## src/rtl/dmem_arb_pkg.sv

```systemverilog
// Shared types and constants for the data-memory arbiter.
// Latency: n/a (types only).
// Backpressure: n/a (types only).
package dmem_arb_pkg;

  // Arbiter sequencer states
  typedef enum logic [1:0] {
    ARB_IDLE   = 2'd0,
    ARB_ACCESS = 2'd1,
    ARB_RESP   = 2'd2
  } arb_state_t;

  // RV32I load/store funct3 encodings
  localparam logic [2:0] F3_B  = 3'b000;
  localparam logic [2:0] F3_H  = 3'b001;
  localparam logic [2:0] F3_W  = 3'b010;
  localparam logic [2:0] F3_BU = 3'b100;
  localparam logic [2:0] F3_HU = 3'b101;

  // Requester identifier: 0 = core load/store path, 1 = debug/DMA master
  typedef logic req_id_t;
  localparam req_id_t REQ_CORE = 1'b0;
  localparam req_id_t REQ_DBG  = 1'b1;

  // Number of bytes touched by an access; 0 for encodings that are never legal
  function automatic logic [2:0] access_bytes(input logic [2:0] f3);
    logic [2:0] n;
    case (f3)
      F3_B, F3_BU: n = 3'd1;
      F3_H, F3_HU: n = 3'd2;
      F3_W:        n = 3'd4;
      default:     n = 3'd0;
    endcase
    return n;
  endfunction

endpackage

```

## src/rtl/dmem_req_check.sv

```systemverilog
// Combinational legality check of one load/store request (funct3, alignment, range).
// Latency: 0 cycles, purely combinational.
// Backpressure: none; evaluated on whatever request is currently selected.
module dmem_req_check import dmem_arb_pkg::*; #(
  parameter int MEM_BYTES = 256,
  parameter int ADDR_W    = 32
) (
  input  logic              we,
  input  logic [2:0]        funct3,
  input  logic [ADDR_W-1:0] addr,
  output logic              legal
);

  // One extra bit so addr + size never wraps around the top of the address space
  localparam logic [ADDR_W:0] LIMIT = (ADDR_W+1)'(MEM_BYTES);

  logic [2:0]      nbytes;
  logic            f3_ok;
  logic            align_ok;
  logic [ADDR_W:0] end_addr;

  // Legal when the encoding suits the direction, the address is naturally aligned,
  // and the byte past the last accessed one does not exceed the memory size
  always_comb begin
    nbytes   = access_bytes(funct3);
    f3_ok    = 1'b0;
    align_ok = 1'b0;
    case (funct3)
      F3_B:    begin f3_ok = 1'b1; align_ok = 1'b1;               end
      F3_H:    begin f3_ok = 1'b1; align_ok = ~addr[0];           end
      F3_W:    begin f3_ok = 1'b1; align_ok = (addr[1:0] == 2'b00); end
      F3_BU:   begin f3_ok = ~we;  align_ok = 1'b1;               end
      F3_HU:   begin f3_ok = ~we;  align_ok = ~addr[0];           end
      default: begin f3_ok = 1'b0; align_ok = 1'b0;               end
    endcase
    end_addr = {1'b0, addr} + {{(ADDR_W-2){1'b0}}, nbytes};
    legal    = f3_ok && align_ok && (end_addr <= LIMIT);
  end

endmodule

```

## src/rtl/dmem_arbiter.sv

```systemverilog
// Two-requester arbiter/sequencer sharing one data-memory port; macro DMEM_ARB_RR_EN selects round-robin ties.
// Latency: accept at edge T, memory access T..T+1, one-cycle response pulse T+1..T+2.
// Backpressure: req_ready only in IDLE for the grantee; losers hold; responses cannot be stalled.
module dmem_arbiter import dmem_arb_pkg::*; #(
  parameter int MEM_BYTES = 256,
  parameter int ADDR_W    = 32,
  parameter int DATA_W    = 32
) (
  input  logic              clk,
  input  logic              rst,
  input  logic              r0_req_valid,
  output logic              r0_req_ready,
  input  logic              r0_req_we,
  input  logic [2:0]        r0_req_funct3,
  input  logic [ADDR_W-1:0] r0_req_addr,
  input  logic [DATA_W-1:0] r0_req_wdata,
  output logic              r0_rsp_valid,
  output logic [DATA_W-1:0] r0_rsp_rdata,
  output logic              r0_rsp_err,
  input  logic              r1_req_valid,
  output logic              r1_req_ready,
  input  logic              r1_req_we,
  input  logic [2:0]        r1_req_funct3,
  input  logic [ADDR_W-1:0] r1_req_addr,
  input  logic [DATA_W-1:0] r1_req_wdata,
  output logic              r1_rsp_valid,
  output logic [DATA_W-1:0] r1_rsp_rdata,
  output logic              r1_rsp_err,
  output logic              mem_write,
  output logic              mem_read,
  output logic [2:0]        mem_funct3,
  output logic [ADDR_W-1:0] mem_address,
  output logic [DATA_W-1:0] mem_write_data,
  input  logic [DATA_W-1:0] mem_read_data
);

  arb_state_t        state_q, state_d;
  logic              we_q, we_d;
  logic [2:0]        f3_q, f3_d;
  logic [ADDR_W-1:0] addr_q, addr_d;
  logic [DATA_W-1:0] wdata_q, wdata_d;
  logic [DATA_W-1:0] rdata_q, rdata_d;
  logic              legal_q, legal_d;
  req_id_t           gnt_q, gnt_d;
`ifdef DMEM_ARB_RR_EN
  req_id_t           prio_q, prio_d;
`endif

  logic              any_vld;
  req_id_t           sel_id;
  logic              sel_we;
  logic [2:0]        sel_f3;
  logic [ADDR_W-1:0] sel_addr;
  logic [DATA_W-1:0] sel_wdata;
  logic              sel_legal;
  logic              in_access;
  logic              in_resp;

  // Pick the grantee among valid requesters and mux its fields
  always_comb begin
    any_vld = r0_req_valid | r1_req_valid;
`ifdef DMEM_ARB_RR_EN
    if (r0_req_valid && r1_req_valid) sel_id = prio_q;
    else                              sel_id = r1_req_valid ? REQ_DBG : REQ_CORE;
`else
    sel_id = r0_req_valid ? REQ_CORE : (r1_req_valid ? REQ_DBG : REQ_CORE);
`endif
    sel_we    = (sel_id == REQ_DBG) ? r1_req_we     : r0_req_we;
    sel_f3    = (sel_id == REQ_DBG) ? r1_req_funct3 : r0_req_funct3;
    sel_addr  = (sel_id == REQ_DBG) ? r1_req_addr   : r0_req_addr;
    sel_wdata = (sel_id == REQ_DBG) ? r1_req_wdata  : r0_req_wdata;
  end

  dmem_req_check #(
    .MEM_BYTES (MEM_BYTES),
    .ADDR_W    (ADDR_W)
  ) u_check (
    .we     (sel_we),
    .funct3 (sel_f3),
    .addr   (sel_addr),
    .legal  (sel_legal)
  );

  // Sequencer next state: latch the granted request, run one access, emit one response
  always_comb begin
    state_d = state_q;
    we_d    = we_q;
    f3_d    = f3_q;
    addr_d  = addr_q;
    wdata_d = wdata_q;
    rdata_d = rdata_q;
    legal_d = legal_q;
    gnt_d   = gnt_q;
`ifdef DMEM_ARB_RR_EN
    prio_d  = prio_q;
`endif
    case (state_q)
      ARB_IDLE: begin
        if (any_vld) begin
          we_d    = sel_we;
          f3_d    = sel_f3;
          addr_d  = sel_addr;
          wdata_d = sel_wdata;
          legal_d = sel_legal;
          gnt_d   = sel_id;
`ifdef DMEM_ARB_RR_EN
          prio_d  = ~sel_id;
`endif
          state_d = ARB_ACCESS;
        end
      end
      ARB_ACCESS: begin
        rdata_d = (legal_q && !we_q) ? mem_read_data : '0;
        state_d = ARB_RESP;
      end
      ARB_RESP: state_d = ARB_IDLE;
      default:  state_d = ARB_IDLE;
    endcase
  end

  // State and latched request registers; reset discards any pending transaction
  always_ff @(posedge clk or posedge rst) begin
    if (rst) begin
      state_q <= ARB_IDLE;
      we_q    <= 1'b0;
      f3_q    <= 3'b000;
      addr_q  <= '0;
      wdata_q <= '0;
      rdata_q <= '0;
      legal_q <= 1'b0;
      gnt_q   <= REQ_CORE;
`ifdef DMEM_ARB_RR_EN
      prio_q  <= REQ_CORE;
`endif
    end else begin
      state_q <= state_d;
      we_q    <= we_d;
      f3_q    <= f3_d;
      addr_q  <= addr_d;
      wdata_q <= wdata_d;
      rdata_q <= rdata_d;
      legal_q <= legal_d;
      gnt_q   <= gnt_d;
`ifdef DMEM_ARB_RR_EN
      prio_q  <= prio_d;
`endif
    end
  end

  // Outputs decoded from registered state so strobes vanish as soon as reset hits
  always_comb begin
    in_access      = (state_q == ARB_ACCESS);
    in_resp        = (state_q == ARB_RESP);
    r0_req_ready   = (state_q == ARB_IDLE) && any_vld && (sel_id == REQ_CORE);
    r1_req_ready   = (state_q == ARB_IDLE) && any_vld && (sel_id == REQ_DBG);
    mem_write      = in_access && legal_q && we_q;
    mem_read       = in_access && legal_q && !we_q;
    mem_funct3     = in_access ? f3_q    : 3'b000;
    mem_address    = in_access ? addr_q  : '0;
    mem_write_data = in_access ? wdata_q : '0;
    r0_rsp_valid   = in_resp && (gnt_q == REQ_CORE);
    r1_rsp_valid   = in_resp && (gnt_q == REQ_DBG);
    r0_rsp_err     = r0_rsp_valid && !legal_q;
    r1_rsp_err     = r1_rsp_valid && !legal_q;
    r0_rsp_rdata   = r0_rsp_valid ? rdata_q : '0;
    r1_rsp_rdata   = r1_rsp_valid ? rdata_q : '0;
  end

endmodule

```

## config.mk

```make
export PLATFORM = sky130hd
export DESIGN_NAME = dmem_arbiter
export DESIGN_NICKNAME = d
export VERILOG_FILES = /design/src/rtl/dmem_arb_pkg.sv /design/src/rtl/dmem_req_check.sv /design/src/rtl/dmem_arbiter.sv
export SDC_FILE = /design/constraint.sdc
export NUM_CORES = 1
export LEC_CHECK = 0
export ABC_AREA = 1
export CELL_PAD_IN_SITES_DETAIL_PLACEMENT = 0
export CELL_PAD_IN_SITES_GLOBAL_PLACEMENT = 1
export CORE_MARGIN = 4
export CORE_UTILIZATION = 25
export DETAILED_ROUTE_END_ITERATION = 12
export HOLD_SLACK_MARGIN = 0.1
export PLACE_DENSITY = 0.76
export SLEW_MARGIN = 25
export SYNTH_ARGS = -nofsm -noshare
export SYNTH_HDL_FRONTEND = slang
export SYNTH_SLANG_ARGS = --single-unit
export TNS_END_PERCENT = 5
```

## constraint.sdc

```tcl
create_clock -name clk -period 4.6 [get_ports clk]
set_clock_uncertainty 0.1 [all_clocks]
set_input_delay 1.38 -clock clk [delete_from_list [all_inputs] [get_ports clk]]
set_output_delay 1.38 -clock clk [all_outputs]
set_load 0.1 [all_outputs]
```

==> results.md, run 1 <==
- Status: finished clean
- CTS Sinks: 104
- Cts repair resizes: 0
- Yosys warnings: 0
- Cell family with most CP delay: simple AND/OR/NAND/NOR gates
- Routed via count: 7,632
- Initial Util: 25.6%
- CTS H-tree lvls: 3
- Synthesized instance count: 1,088
- Crit path capture type: flop
- Final Max Slew Viols: 0
- Mux contribution to synthesized area: 0%
- Post-synth EDFFs: 0
- Maximum vdd drop: 0.000257 V
- Leakage: 5.06 nW
- CP max-delay cell: clkdlybuf4s50_1
- Worst Hold Class: flop to flop
- Post-Syn Area: 6970 um^2
- Avg Cell Area, Syn: 6.40 um^2
- Antenna violations before repair: 2
- Worst-margin pin slew: 1030 ps
- Initial DRC count: 477
- Top_reg_cell synth: dfrtp_1
- Crit path buf inv count: 3
- Gate power share: 61.0%
- Overall Global Routing Usage: 17.1%
- Final WL: 26.9 mm
- Filler Cell Count: 2,950
- Crit Path Max Fanout: 11
- Synth Area in XOR/XNOR: 0.251%
- Most frequent cells in the layout: nand2_1 (318), nor2_1 (186), inv_1 (176)
- Core footprint: 27,200 um^2
- Sequential share of power: 23.8%
- Critical path class: primary input to flop
- Ports: 311
- Crit-path cells: clkdlybuf4s50_1 -> nand2_4 -> o21ai_1 -> nand2_1 -> inv_1 -> ha_1 -> fa_1 -> nand2_1 -> nand2_1 -> nand3_2 -> nor2_8 -> nand3_2 -> nor2_1 -> nand2_1 -> nand2_1 -> nand2_1 -> inv_1 -> nand3_1 -> nor2_1 -> nand3_1 -> nand2_1
- P_sw: 3.16 mW
- Via/cell ratio: 4.36
- Data required time of the worst path: 4780 ps
- Crit share post-route: 91.2%
- Clk_lat worst skew: 340 ps
- Layout Nets: 1,551
- Unrepaired setup endpoints after global routing: no
- CTS tree: done
- Finished Layout Cells: 1,752
- Most common cell after layout, fill and taps aside: nand2_1
- N_diodes: 0
- CTS Hold Buffers Added: 0
- GPL Wtd Cong: 0.913
- Largest family of logic cells by synthesized area: simple AND/OR/NAND/NOR gates
- First-pass GRT wire length: 41.8 mm
- Antenna-violating nets left: 0
- Area growth syn-to-layout: 50.3%
- Worst slew margin: 31.3%
- Layout cell share with drive strength beyond 1: 16.4%
- Register Area: 2600 um^2
- Pre-antenna DRT Iters: 5
- Ys async rst share: 100%
- Yosys top cell by area: dfrtp_1
- Core Rows: 60
- Endpoints failing hold: 0
- DR DRC count: 0
- Worst Path Arrival: 4380 ps
- Die Y: 175 um
- Synth Area in Compound Gates: 11.1%
- Post-CTS setup buffer count: 0
- Worst setup margin: 406 ps
- Clock root buffer: clkbuf_16
- Full die area: 30,600 um^2
- Fmax: 238 MHz
- Vias in the first global route: 7,275
- Congestion Overflow GR: 0
- Post-Place Setup Slack: 56.5 ps
- CTS Buffer Depth: 2
- Top-area cell type share of the netlist area: 37.4%
- Adder-Cell Fraction of Synth Area: 0.826%
- Placed cell count: 1,736
- Reg clk slew, reported paths: 70 ps
- Area of the multi-input gates: 3450 um^2
- Switch share: 56.3%
- Detailed Place HPWL: 21.1 mm
- Startpoint types: primary input
- Final setup viols: 0
- Clk network pwr share: 15.2%
- Critical Path Max Stage Delay: 620 ps
- Synth Area in Simple Gates: 36.9%
- Yosys reg bits: 104
- Synth unique cells: 34
- Syn_nets: 1,264
- Final min period: 4190 ps
- Top cells by area, synth: dfrtp_1 (37%), nand2_1 (17%), nor2_1 (10%), inv_1 (9.5%), o21ai_0 (5.5%)
- DIE WIDTH: 175 um
- Int Pwr: 2.45 mW
- IO buf count: 310
- Maxcap violations: 0
- DR WL/cell: 15.4 um
- Power Density: 537 nW/um^2
- TritonCTS Buffers: 9
- Most used cell, CP: nand2_1
- Sequential-to-total area share from yosys stat: 37.4%
- Largest net degree at the start of global routing: 62
-- state kept, by name (all words and copies together), names as in the netlist --
register / count
addr_q: 32
f3_q: 3
gnt_q: 1
legal_q: 1
rdata_q: 32
state_q: 2
wdata_q: 32
we_q: 1
-- routing by layer --
| metal | vias up | part of all wire [%] | GRT usage [%] |
|---|---|---|---|
| li1 | 3867 | - | - |
| met1 | 3479 | 45 | 22.7 |
| met2 | 261 | 47 | 28.7 |
| met3 | 21 | 6.8 | 3.79 |
| met4 | 4 | 1.3 | 3.76 |
| met5 | - | 0.078 | 0 |
-- per-stage QoR --
step	util (%)	total power, mW	hold WS [ps]	area [um^2]	setup TNS (ps)
global placement	37.3	4.80	367	10100	0
finish	38.5	5.62	389	10500	0
global route	38.5	5.94	418	10500	0
CTS	38.5	5.68	391	10500	0
detailed placement	37.3	4.81	373	10100	0
floorplan	-	3.87	353	6980	-23480
-- cell usage after synthesis, drive strengths merged, types with 3 or more instances --
master	count
a21oi	4
buf	16
clkbuf	33
dfrtp	104
ha	3
inv	180
nand2	344
nand3	45
nand3b	3
nand4	6
nor2	203
nor3	8
o211ai	32
o21ai	98
-- worst paths after layout --
check | startpoint | slack [ps] | end | depth (start not counted)
setup / recovery | r1_req_valid | 410 | legal_q$_DFFE_PP0P_ | 21
hold / removal | addr_q[23]$_DFFE_PP0P_ | 390 | addr_q[23]$_DFFE_PP0P_ | 2
setup reg to reg | state_q[0]$_DFFE_PP0P_ | 2060 | legal_q$_DFFE_PP0P_ | 12
hold reg to reg | addr_q[23]$_DFFE_PP0P_ | 390 | addr_q[23]$_DFFE_PP0P_ | 2
max in group asynchronous | rst | 2270 | addr_q[23]$_DFFE_PP0P_ | 3
min in group asynchronous | rst | 1340 | wdata_q[13]$_DFFE_PP0P_ | 2
-- final cells by class --
class	count	share of cell area, %
multi-input combinational	754	33.0
timing repair buffer	325	28.1
clock inverter	6	0.801
sequential	104	24.9
clock buffer	10	2.28
inverter	181	6.51
tap	372	4.45
-- kinds of logic (layout without fill, tap and decap cells) --
group                    count (synthesis)  in the layout
AO/OA/AOI/OAI                          136            136
XOR/XNOR                                 2              2
adder cells (fa/ha/maj)                  4              4
buffers and inverters                  230            522
flip-flops                             104            104
AND/OR/NAND/NOR                        612            612
-- worst min-delay path, stage by stage (launching register included) --
cell and delay [ps]:
dfrtp_1 340, nand2_1 50, o21ai_0 60
-- power groups by stage --
stage | Clock, mW | Combinational (mW) | Sequential [mW]
CTS | 0.882 | 3.46 | 1.34
detailed placement | 0 | 3.45 | 1.36
global route | 0.924 | 3.65 | 1.37
floorplan | 0 | 2.55 | 1.32
global placement | 0 | 3.45 | 1.35
finish | 0.856 | 3.43 | 1.34
Power figures use the tool's default switching activity.
==> run 2: changes to the inputs <==
--- a/config.mk
+++ b/config.mk
@@ -6,6 +6,8 @@
 export NUM_CORES = 1
 export LEC_CHECK = 0
 export ABC_AREA = 1
+export ABC_CLOCK_PERIOD_IN_PS = 4600
+export CAP_MARGIN = 15
 export CELL_PAD_IN_SITES_DETAIL_PLACEMENT = 0
 export CELL_PAD_IN_SITES_GLOBAL_PLACEMENT = 1
 export CORE_MARGIN = 4
==> results of run 2 <==
Same layout as run 1: the final DEF is identical, and so are final timing and power.
==> run 3: changes to the inputs <==
--- a/config.mk
+++ b/config.mk
@@ -7,14 +7,13 @@
 export LEC_CHECK = 0
 export ABC_AREA = 1
 export ABC_CLOCK_PERIOD_IN_PS = 4600
-export CAP_MARGIN = 15
 export CELL_PAD_IN_SITES_DETAIL_PLACEMENT = 0
 export CELL_PAD_IN_SITES_GLOBAL_PLACEMENT = 1
 export CORE_MARGIN = 4
-export CORE_UTILIZATION = 25
+export CORE_UTILIZATION = 28
 export DETAILED_ROUTE_END_ITERATION = 12
 export HOLD_SLACK_MARGIN = 0.1
-export PLACE_DENSITY = 0.76
+export PLACE_DENSITY = 0.84
 export SLEW_MARGIN = 25
 export SYNTH_ARGS = -nofsm -noshare
 export SYNTH_HDL_FRONTEND = slang
==> run 3 against run 2 <==
  * Die area shrank 10%
  * First-iteration DRC count shrank 8.8%
  * Global-route usage grew 1.4 points
  * Clock power shrank 6.3%
  * Maximum frequency shrank 1.9%
  * Cell area shrank 0.78%
  * Utilization grew 4.1 points
  * Flip-flop and latch count is the same
  * Largest power group unchanged
==> results.md, run 3 (synthesis gave the netlist of run 1 again) <==
- Status: finished clean
- Detailed Place HPWL: 20.7 mm (-1.9%)
- Area of the multi-input gates: 3450 um^2 (unchanged)
- Startpoint types: primary input
- Critical path class: primary input to output pin
- Critical Path Max Stage Delay: 610 ps (about the same)
- Initial DRC count: 435 (-8.8%)
- Via/cell ratio: 4.48 (+2.8%)
- Setup TNS: 0 ps (unchanged)
- DR WL/cell: 15.3 um (-0.16%)
- Antenna violations before repair: 2 (unchanged)
- Final WL: 26.2 mm (-2.7%)
- Leakage: 5.04 nW (-0.33%)
- CP max-delay cell: clkdlybuf4s50_1
- Pre-antenna DRT Iters: 5 (unchanged)
- Die Y: 166 um (-5.3%)
- Area growth syn-to-layout: 49.1%
- Full die area: 27,500 um^2 (-10%)
- Post-CTS setup buffer count: 0 (unchanged)
- Worst slew margin: 32.1% (+0.76 points)
- Worst setup margin: 327 ps (-79.6 ps)
- Crit Path Max Fanout: 17 (+6)
- Reg clk slew, reported paths: 70 ps (about the same)
- Maximum vdd drop: 0.000286 V (+11%)
- Unrepaired setup endpoints after global routing: no
- Final setup viols: 0 (unchanged)
- Worst Hold Class: flop to flop
- Crit path buf inv count: 3 (unchanged)
- Largest net degree at the start of global routing: 58 (-6.5%)
- N_diodes: 0 (unchanged)
- DIE WIDTH: 166 um (-5.3%)
- Largest regs: addr_q x32, rdata_q x32, wdata_q x32
- GPL Wtd Cong: 0.920 (+0.79%)
- Crit-path cells: clkdlybuf4s50_1 -> buf_4 -> o21ai_4 -> nor2_2 -> buf_12
- Layout cell share with drive strength beyond 1: 16.3% (-0.11 points)
- CTS tree: done
- Initial Util: 28.6% (+2.9 points)
- Power Density: 534 nW/um^2 (-0.54%)
- CTS Buffer Depth: 2 (unchanged)
- CTS Hold Buffers Added: 0 (unchanged)
- Antenna-violating nets left: 0 (unchanged)
- CTS Sinks: 104 (unchanged)
- Congestion Overflow GR: 0 (unchanged)
- Worst Path Arrival: 2790 ps (-1590 ps)
- First-pass GRT wire length: 41.5 mm (-0.56%)
- Register Area: 2600 um^2 (unchanged)
- CTS H-tree lvls: 3 (unchanged)
- Most frequent cells in the layout: nand2_1 (318), nor2_1 (186), inv_1 (174)
- Most common cell after layout, fill and taps aside: nand2_1
- Cell family with most CP delay: buffers and inverters
- Total power: 5.54 mW (-1.3%)
- Final min period: 4270 ps (+79.6 ps)
- Vias in the first global route: 7,423 (+2.0%)
- Overall Global Routing Usage: 18.5% (+1.4 points)
- Layout Nets: 1,554 (+0.19%)
- Core footprint: 24,400 um^2 (-10%)
- IO buf count: 310 (unchanged)
- Routed via count: 7,645 (+0.17%)
- Maxcap violations: 0 (unchanged)
- Ports: 311 (unchanged)
- Cts repair resizes: 0 (unchanged)
- Clock root buffer: clkbuf_16
- Clk_lat worst skew: 350 ps (about the same)
- TritonCTS Buffers: 9 (unchanged)
- Data required time of the worst path: 3120 ps (-1660 ps)
- Crit path capture type: output pin
- Endpoints failing hold: 0 (unchanged)
- Final Max Slew Viols: 0 (unchanged)
- Crit share post-route: 92.9% (+1.7 points)
- Post-Place Setup Slack: 68.0 ps (+11.5 ps)
- Filler Cell Count: 2,602 (-12%)
- DR DRC count: 0 (unchanged)
- Fmax: 234 MHz (-1.9%)
- Core Rows: 57 (-5.0%)
- Worst-margin pin slew: 1020 ps (-13.4 ps)
run 3: cell types whose count changed in the layout (fill, tap and decap cells not counted), sizes merged:
cell           previous run  this run
buf                     154       155
clkbuf                   10        11
clkdlybuf4s50           171       173
clkinv                    1         4
clkinvlp                  0         1
inv                     185       180
run 3: final timing paths:
kind,slack (ps),startpoint,end,cells after the start
max,330,r1_req_valid,r1_req_ready,5
min,390,addr_q[25]$_DFFE_PP0P_,addr_q[25]$_DFFE_PP0P_,2
max reg2reg,2280,state_q[0]$_DFFE_PP0P_,legal_q$_DFFE_PP0P_,12
min reg2reg,390,addr_q[25]$_DFFE_PP0P_,addr_q[25]$_DFFE_PP0P_,2
max in group asynchronous,2300,rst,wdata_q[6]$_DFFE_PP0P_,3
min in group asynchronous,1360,rst,wdata_q[31]$_DFFE_PP0P_,2
run 3: through the flow:
step / util (%) / hold slack (ps) / area, um^2 / instances
2_1_floorplan: - / 353 / 6980 / 1088
3_3_place_gp: 41.4 / 367 / 10100 / 1691
3_5_place_dp: 41.4 / 373 / 10100 / 1691
4_1_cts: 42.6 / 391 / 10400 / 1707
5_1_grt: 42.6 / 408 / 10400 / 1707
6_report: 42.6 / 386 / 10400 / 1707
run 3: where the power goes:
part / switching (mW) / internal, mW / total (mW) / leakage, nW
registers: 0.113 / 1.22 / 1.33 / 1.33
logic: 2.64 / 0.770 / 3.41 / 3.57
clock network: 0.372 / 0.430 / 0.802 / 0.142
total: 3.12 / 2.42 / 5.54 / 5.04
run 3: routing by layer:
metal	vias to the layer above	global-route usage, %	routed length [um]
li1	3876	-	-
met1	3458	24.1	11500
met2	272	30.9	12400
met3	35	4.28	1700
met4	4	5.63	650
met5	-	0	14
run 3: tightest hold or removal path: stages, from the launching register on:
cell,delay [ps]
dfrtp_1,350
nand2_1,50
o21ai_0,50
run 3: area by class of cell:
cell class / instances / area share, %
clock buffer: 11 / 2.24
clock inverter: 5 / 0.638
inverter: 181 / 6.56
multi-input combinational: 754 / 33.2
sequential: 104 / 25.1
tap: 324 / 3.90
timing repair buffer: 328 / 28.4
